## src/rtl/alu_seq_ctrl.sv

```systemverilog
// alu_seq_ctrl: multi-cycle sequencer for an 8x16 register file and a 16-bit ALU.
// Accepts one instruction at a time over valid/ready, walks it through
// READ -> EXEC -> WB (or straight to WB for LDI/NOP), and keeps a sticky
// carry flag plus a retired-instruction counter.
module alu_seq_ctrl #(
    parameter int DW = 16,
    parameter int AW = 3,
    parameter int CW = 8
) (
    input  logic          clk,
    input  logic          reset,
    input  logic          ins_valid,
    output logic          ins_ready,
    input  logic [2:0]    ins_op,
    input  logic [AW-1:0] ins_rd,
    input  logic [AW-1:0] ins_rs1,
    input  logic [AW-1:0] ins_rs2,
    input  logic [DW-1:0] ins_imm,
    output logic [AW-1:0] rd_addr_a,
    output logic [AW-1:0] rd_addr_b,
    output logic [1:0]    alu_op,
    input  logic [DW-1:0] alu_o,
    input  logic          alu_cout,
    output logic          wr,
    output logic [AW-1:0] wr_addr,
    output logic [DW-1:0] d_in,
    output logic          done,
    output logic          carry,
    output logic          busy,
    output logic [CW-1:0] ins_count
);

    typedef enum logic [1:0] {
        IDLE = 2'd0,
        READ = 2'd1,
        EXEC = 2'd2,
        WB   = 2'd3
    } state_t;

    localparam logic [2:0] OP_LDI = 3'b100;

    state_t        state;
    state_t        state_nxt;
    logic          accept;

    logic [2:0]    op_q;
    logic [AW-1:0] rd_q;
    logic [AW-1:0] rs1_q;
    logic [AW-1:0] rs2_q;
    logic [DW-1:0] result_q;
    logic          carry_q;
    logic [CW-1:0] count_q;

    // Ops 000..011 go through the ALU, 100 is LDI, everything above is NOP.
    logic          op_is_alu;
    logic          op_writes;

    assign op_is_alu = ~op_q[2];
    assign op_writes = op_is_alu | (op_q == OP_LDI);

    // State register; reset drops any in-flight instruction.
    // NOTE: sequential state uses non-blocking (<=) so every flop samples
    // pre-edge values regardless of block ordering.
    always_ff @(posedge clk) begin
        if (!reset) begin
            state <= IDLE;
        end else begin
            state <= state_nxt;
        end
    end

    // Next-state decode and state-derived control outputs.
    // NOTE: every output of this block is given a default first, so no path
    // leaves a value unassigned and no latch is inferred.
    always_comb begin
        state_nxt = state;
        accept    = 1'b0;
        ins_ready = 1'b0;
        done      = 1'b0;
        wr        = 1'b0;
        case (state)
            IDLE: begin
                ins_ready = 1'b1;
                if (ins_valid) begin
                    accept    = 1'b1;
                    state_nxt = ins_op[2] ? WB : READ;
                end
            end
            READ: state_nxt = EXEC;
            EXEC: state_nxt = WB;
            WB: begin
                // Gated with reset so a write is never issued while reset is low.
                done      = reset;
                wr        = reset & op_writes;
                state_nxt = IDLE;
            end
            default: state_nxt = IDLE;
        endcase
        busy = ~ins_ready;
    end

    // Instruction latch, result register, sticky carry and retire counter.
    // NOTE: all of these are plain flops, so each one gets an explicit reset
    // value; there is no storage array here that would be left unreset.
    always_ff @(posedge clk) begin
        if (!reset) begin
            op_q     <= '0;
            rd_q     <= '0;
            rs1_q    <= '0;
            rs2_q    <= '0;
            result_q <= '0;
            carry_q  <= 1'b0;
            count_q  <= '0;
        end else begin
            if (accept) begin
                op_q  <= ins_op;
                rd_q  <= ins_rd;
                rs1_q <= ins_rs1;
                rs2_q <= ins_rs2;
                if (ins_op == OP_LDI) begin
                    result_q <= ins_imm;
                end
            end
            if (state == EXEC) begin
                result_q <= alu_o;
                // Only ADD/SUB (op[1]=0) update carry; AND/OR keep it.
                if (!op_q[1]) begin
                    carry_q <= alu_cout;
                end
            end
            if (state == WB) begin
                count_q <= count_q + CW'(1);
            end
        end
    end

    // Register-file and ALU controls come straight from the latched fields,
    // so they hold steady from READ through EXEC and never see ins_* directly.
    assign rd_addr_a = rs1_q;
    assign rd_addr_b = rs2_q;
    assign alu_op    = op_q[1:0];
    assign wr_addr   = rd_q;
    assign d_in      = result_q;
    assign carry     = carry_q;
    assign ins_count = count_q;

endmodule

```

## config.mk

```make
export PLATFORM = sky130hd
export DESIGN_NAME = alu_seq_ctrl
export DESIGN_NICKNAME = d
export VERILOG_FILES = /design/src/rtl/alu_seq_ctrl.sv
export SDC_FILE = /design/constraint.sdc
export NUM_CORES = 1
export LEC_CHECK = 0
export CORE_MARGIN = 10
export CORE_UTILIZATION = 40
export DETAILED_ROUTE_END_ITERATION = 10
export GPL_ROUTABILITY_DRIVEN = 0
export PLACE_DENSITY = 0.77
export SLEW_MARGIN = 20
export SYNTH_ARGS = -nofsm -noshare
export SYNTH_HDL_FRONTEND = slang
export SYNTH_SLANG_ARGS = --single-unit
```

## constraint.sdc

```tcl
create_clock -name clk -period 1.83 [get_ports clk]
set_clock_uncertainty 0.05 [all_clocks]
set_input_delay 0.4575 -clock clk [delete_from_list [all_inputs] [get_ports clk]]
set_output_delay 0.4575 -clock clk [all_outputs]
set_load 0.01 [all_outputs]
```

[Word level (Yosys, flattened, before mapping)]
Cells that the tools add are included.
Storage, ports and cells
  bits in registers: 39
  input bits: 48
  output and inout port bits: 40
  word-level logic and storage cells: 36
Operators by class
  add/sub/neg operators: 1
  eq/ne operators: 6
  multiplexer cells: 11
  bitwise gates (word level): 5
  reductions and logical operators: 5
Operators with widths (count)
  $mux W16: 3
  $add A8 B1 Y8 const B: 1
  $pmux W2 S4: 1
  $eq A3 B3 Y1 const B: 2
  $mux W1: 5
  $eq A2 B2 Y1 const B: 2
  $mux W2: 2
  $reduce_and A2 Y1: 2
  $reduce_bool A2 Y1: 2
  $not A1 Y1: 3
  $eq A2 B1 Y1 const B: 1
  $logic_not A2 Y1: 1
  $ne A2 B2 Y1 const B: 1
  $and A1 B1 Y1: 1
  $or A1 B1 Y1: 1

[Longest topological paths before layout]
  depth in word-level cells: 4
  depth in mapped cells: 7
  mapped depth without buffers: 5

[Worst setup path before layout]
Ideal clock, no wire load.
  path type: reg-to-reg
  start point: register state[0]
  end point: register result_q[10], in the netlist d_in[10]
  library setup time: 0.072 ns
  arrival: 1.505 ns
  path slack: 0.204 ns
  stages on the path, launching flop included: 7
  buffers on the path: 1
  period minus slack after synthesis: 1.626 ns
  cells stage by stage: dfxtp_1 -> inv_1 -> ha_1 -> and2_4 -> a31oi_4 -> buf_6 -> mux2i_1
Between the ends
  cells in the longest elaborated chain, start to end: 4
  elaborated cells on any way between the ends: 7
Ends and longest elaborated chain
  start, declared: line 42  | state_t state;
  start signal, assigned: line 68  | state <= state_nxt;
  $logic_not A2 Y1: line 81  | case (state)
  $mux W1: line 81
  $reduce_bool A2 Y1 (no source line)
  $reduce_and A2 Y1 (no source line)
  end signal, assigned: line 121  | result_q <= ins_imm;
  end signal, assigned: line 125  | result_q <= alu_o;
  end, declared: line 50  | logic [DW-1:0] result_q;
Parallel ways exist; a longest one is shown, timed or not.
A chain may end at the register's enable or synchronous reset.

[Worst setup path after layout]
  start point: register state[0]
  end point: output wr
Between the ends
  cells in the longest elaborated chain, start to end: 2
Ends and longest elaborated chain
  $eq A2 B2 Y1: line 81
  $mux W1: line 81
  end, declared: line 24  | output logic wr,
No other way between the ends.

==> results.json <==
{
  "status": "finished clean",
  "cts_max_level": 2,
  "finalMaxSlewViolations": 0,
  "grt_pass1_wl_um": 8220,
  "final_util_pct": 64.9,
  "ctsHoldBuffers": 0,
  "io-pin-count": 88,
  "p_leak_uw": 0.00116,
  "cts_buffers": 5,
  "synth_compound_area_share_pct": 14.0,
  "drive_gt1_share_pct": 9.40,
  "hold_viol": 0,
  "synth_area_leaders": "dfxtp_1 (43%), mux2i_1 (10%), nand2_1 (9.1%), o211ai_1 (6.6%), nand2b_1 (5.9%)",
  "fin_crit_sh_pct": 96.9,
  "portBuffers": 87,
  "reg2reg_from": "state[0]$_SDFFE_PN0P_",
  "ys_async_sr_fraction_pct": 0,
  "fin_nets": 350,
  "cts_setup_buffers": 0,
  "hold-path-endpoint": "rd_addr_a[1]$_SDFFE_PN0P_",
  "synth_edf_count": 0,
  "layout_common_cells": "clkdlybuf4s50_1 (79), nand2_1 (44), dfxtp_1 (38)",
  "yosysTopAreaCell": "dfxtp_1",
  "setup_viol": 0,
  "worstPathArrival_ns": 1.27,
  "ant_nets": 0,
  "diodes": 0,
  "syn_area_um2": 1810,
  "dr.first_iter.drc_count": 12,
  "drc": 0,
  "hpwl_um": 3970,
  "clock.fmax_mhz": 564,
  "antenna_found_initial": 0,
  "r2r_cells": 7,
  "start_util_pct": 41.4,
  "irDropWorstVdd_uv": 532,
  "rsz0062_at_grt": "no",
  "clock_latency_ns": 0.28,
  "powerDensity_nw_per_um2": 1000,
  "seqCellArea_um2": 782,
  "synth_ff_type": "dfxtp_1",
  "die_height_um": 87.3,
  "overflow": 0,
  "syn_avg_cell_area_um2": 8.76,
  "cts_root_buf": "clkbuf_8",
  "grt_usage_pct": 13.1,
  "wl_per_cell_um": 14.7,
  "synth.distinct_cells": 29,
  "clkSinkCount": 39,
  "fin_hold_ws_ns": 0.404,
  "post-route-min-period_ns": 1.77,
  "cp-end-kind": "output pin",
  "multi_input_area_um2": 932,
  "regToRegEndpoint": "d_in[3]$_SDFFE_PN0P_",
  "cp_slowest_stage_delay_ns": 0.33,
  "synth_seq_cells": 39,
  "crit_path_start_kind": "register",
  "worst_hold_path_type": "reg -> reg",
  "core-area_um2": 4380,
  "synth.area.mux_share_pct": 10.5,
  "min_path_cells": 2,
  "clk_path_buf_depth": 2,
  "synth_top_family_by_area": "simple AND/OR/NAND/NOR gates",
  "cp_slowest_cell": "dfxtp_1",
  "final_common_cell": "clkdlybuf4s50_1",
  "min_from": "rd_addr_a[1]$_SDFFE_PN0P_",
  "dieArea_um2": 7630,
  "yosysWarnings": 0,
  "nFillCells": 374,
  "cts_tree": "done",
  "crit_required_ns": 1.32,
  "wl_um": 5140,
  "die_width_um": 87.3,
  "viasPerCell": 4.85,
  "clkTransAtPathRegs_ns": 0.08,
  "worstMarginPinSlew_ns": 0.415,
  "critPathKind": "reg -> out",
  "grt_pass1_vias": 1660,
  "ys_seq_area_share_pct": 43.1,
  "area.growth.synth_to_final_pct": 57.0,
  "netlist.area_leader.share_pct": 43.1,
  "max_slew_margin_pct": 72.3,
  "synthXorXnorAreaFrac_pct": 1.93,
  "grt_max_degree": 34,
  "syn_nets": 260,
  "cp_max_fo": 3,
  "reg2reg_slack_ns": 0.21,
  "max_cap_violations": 0,
  "via_count": 1696,
  "rows": 24,
  "crit_chain": "ha_1 > and2_4 > and2_1 > buf_2",
  "synthSimpleGateAreaFrac_pct": 21.3,
  "syn_inst": 207,
  "yosys.area_share.adder_pct": 3.45,
  "drt-pass1-iter-count": 4
}
## how the worst max path moves through the flow
stage / cells after the start / slack, ns / startpoint / to
floorplan: 6 / 0.20 / state[0]$_SDFFE_PN0P_ / d_in[10]$_SDFFE_PN0P_
global placement: 4 / -0.43 / reset / wr
detailed placement: 4 / -0.45 / reset / wr
CTS: 4 / 0.03 / state[0]$_SDFFE_PN0P_ / busy
global route: 1 / 0.01 / ins_count[3]$_SDFFE_PN0N_ / ins_count[3]
finish: 4 / 0.06 / state[0]$_SDFFE_PN0P_ / wr
## layout make-up
cell class | instances | area share, %
clock buffer | 5 | 2.42
timing repair buffer | 99 | 34.0
sequential | 39 | 27.5
inverter | 4 | 0.527
multi-input combinational | 148 | 32.7
tap | 52 | 2.29
clock inverter | 3 | 0.527
## flip-flops by register name, indices dropped and copies added, names as in the netlist
| signal | cells |
|---|---|
| state | 2 |
| rd_addr_b | 3 |
| ins_count | 8 |
| rd_addr_a | 3 |
| wr_addr | 3 |
| op_q | 3 |
| carry | 1 |
| d_in | 16 |
## power breakdown
| group | switching, µW | leakage, µW | internal, µW |
|---|---|---|---|
| sequential | 78.1 | 0.000319 | 1000 |
| clock | 291 | 0.0000477 | 261 |
| combinational | 567 | 0.000797 | 656 |
| total | 936 | 0.00116 | 1920 |
## logic make-up (layout without fill, tap and decap cells)
logic type / count (synthesis) / count (layout)
buf+inv: 20 / 111
flops: 39 / 39
fa+ha+maj: 5 / 5
mux: 19 / 19
simple gates: 82 / 82
compound gates: 38 / 38
xor+xnor: 4 / 4
## metal layers
layer / share of wire [%] / GRT usage (%) / up-vias
li1: - / - / 875
met1: 48 / 16.9 / 747
met2: 39 / 18.0 / 70
met3: 13 / 8.15 / 4
met4: 0.51 / 3.04 / 0
met5: 0 / 0 / -
## stage by stage
step	instance area [µm²]	setup slack, ns	setup TNS [ns]	std cells	power (µW)
floorplan	1810	0.204	0	207	1760
global placement	2760	-0.434	-0.794	342	2330
detailed placement	2760	-0.447	-0.893	342	2350
CTS	2840	0.0306	0	350	2890
global route	2850	0.0115	0	350	3050
finish	2850	0.0574	0	350	2850
## synthesized netlist by cell type, types with 2 or more instances
| cell | instances |
|---|---|
| nand2b_1 | 17 |
| nand2_1 | 44 |
| inv_1 | 4 |
| ha_1 | 5 |
| buf_6 | 2 |
| nor2_1 | 10 |
| nand4_1 | 2 |
| a211oi_1 | 2 |
| clkbuf_1 | 9 |
| o21ai_0 | 3 |
| o211ai_1 | 16 |
| xor2_1 | 3 |
| dfxtp_1 | 39 |
| buf_2 | 2 |
| a21oi_1 | 15 |
| buf_4 | 3 |
| mux2i_1 | 19 |
## critical path: cells and delay by family, from the launching register on
kind	cells	cell delay, ns
fa+ha+maj	1	0.21
buf+inv	1	0.14
flops	1	0.33
simple gates	2	0.31
## repair_timing
action,in CTS,in global routing
resized for setup,11,4
hold endpoints to repair,0,0
endpoints found under the setup margin,5,4
pin swaps,1,0
(Power assumes the default switching activity.)
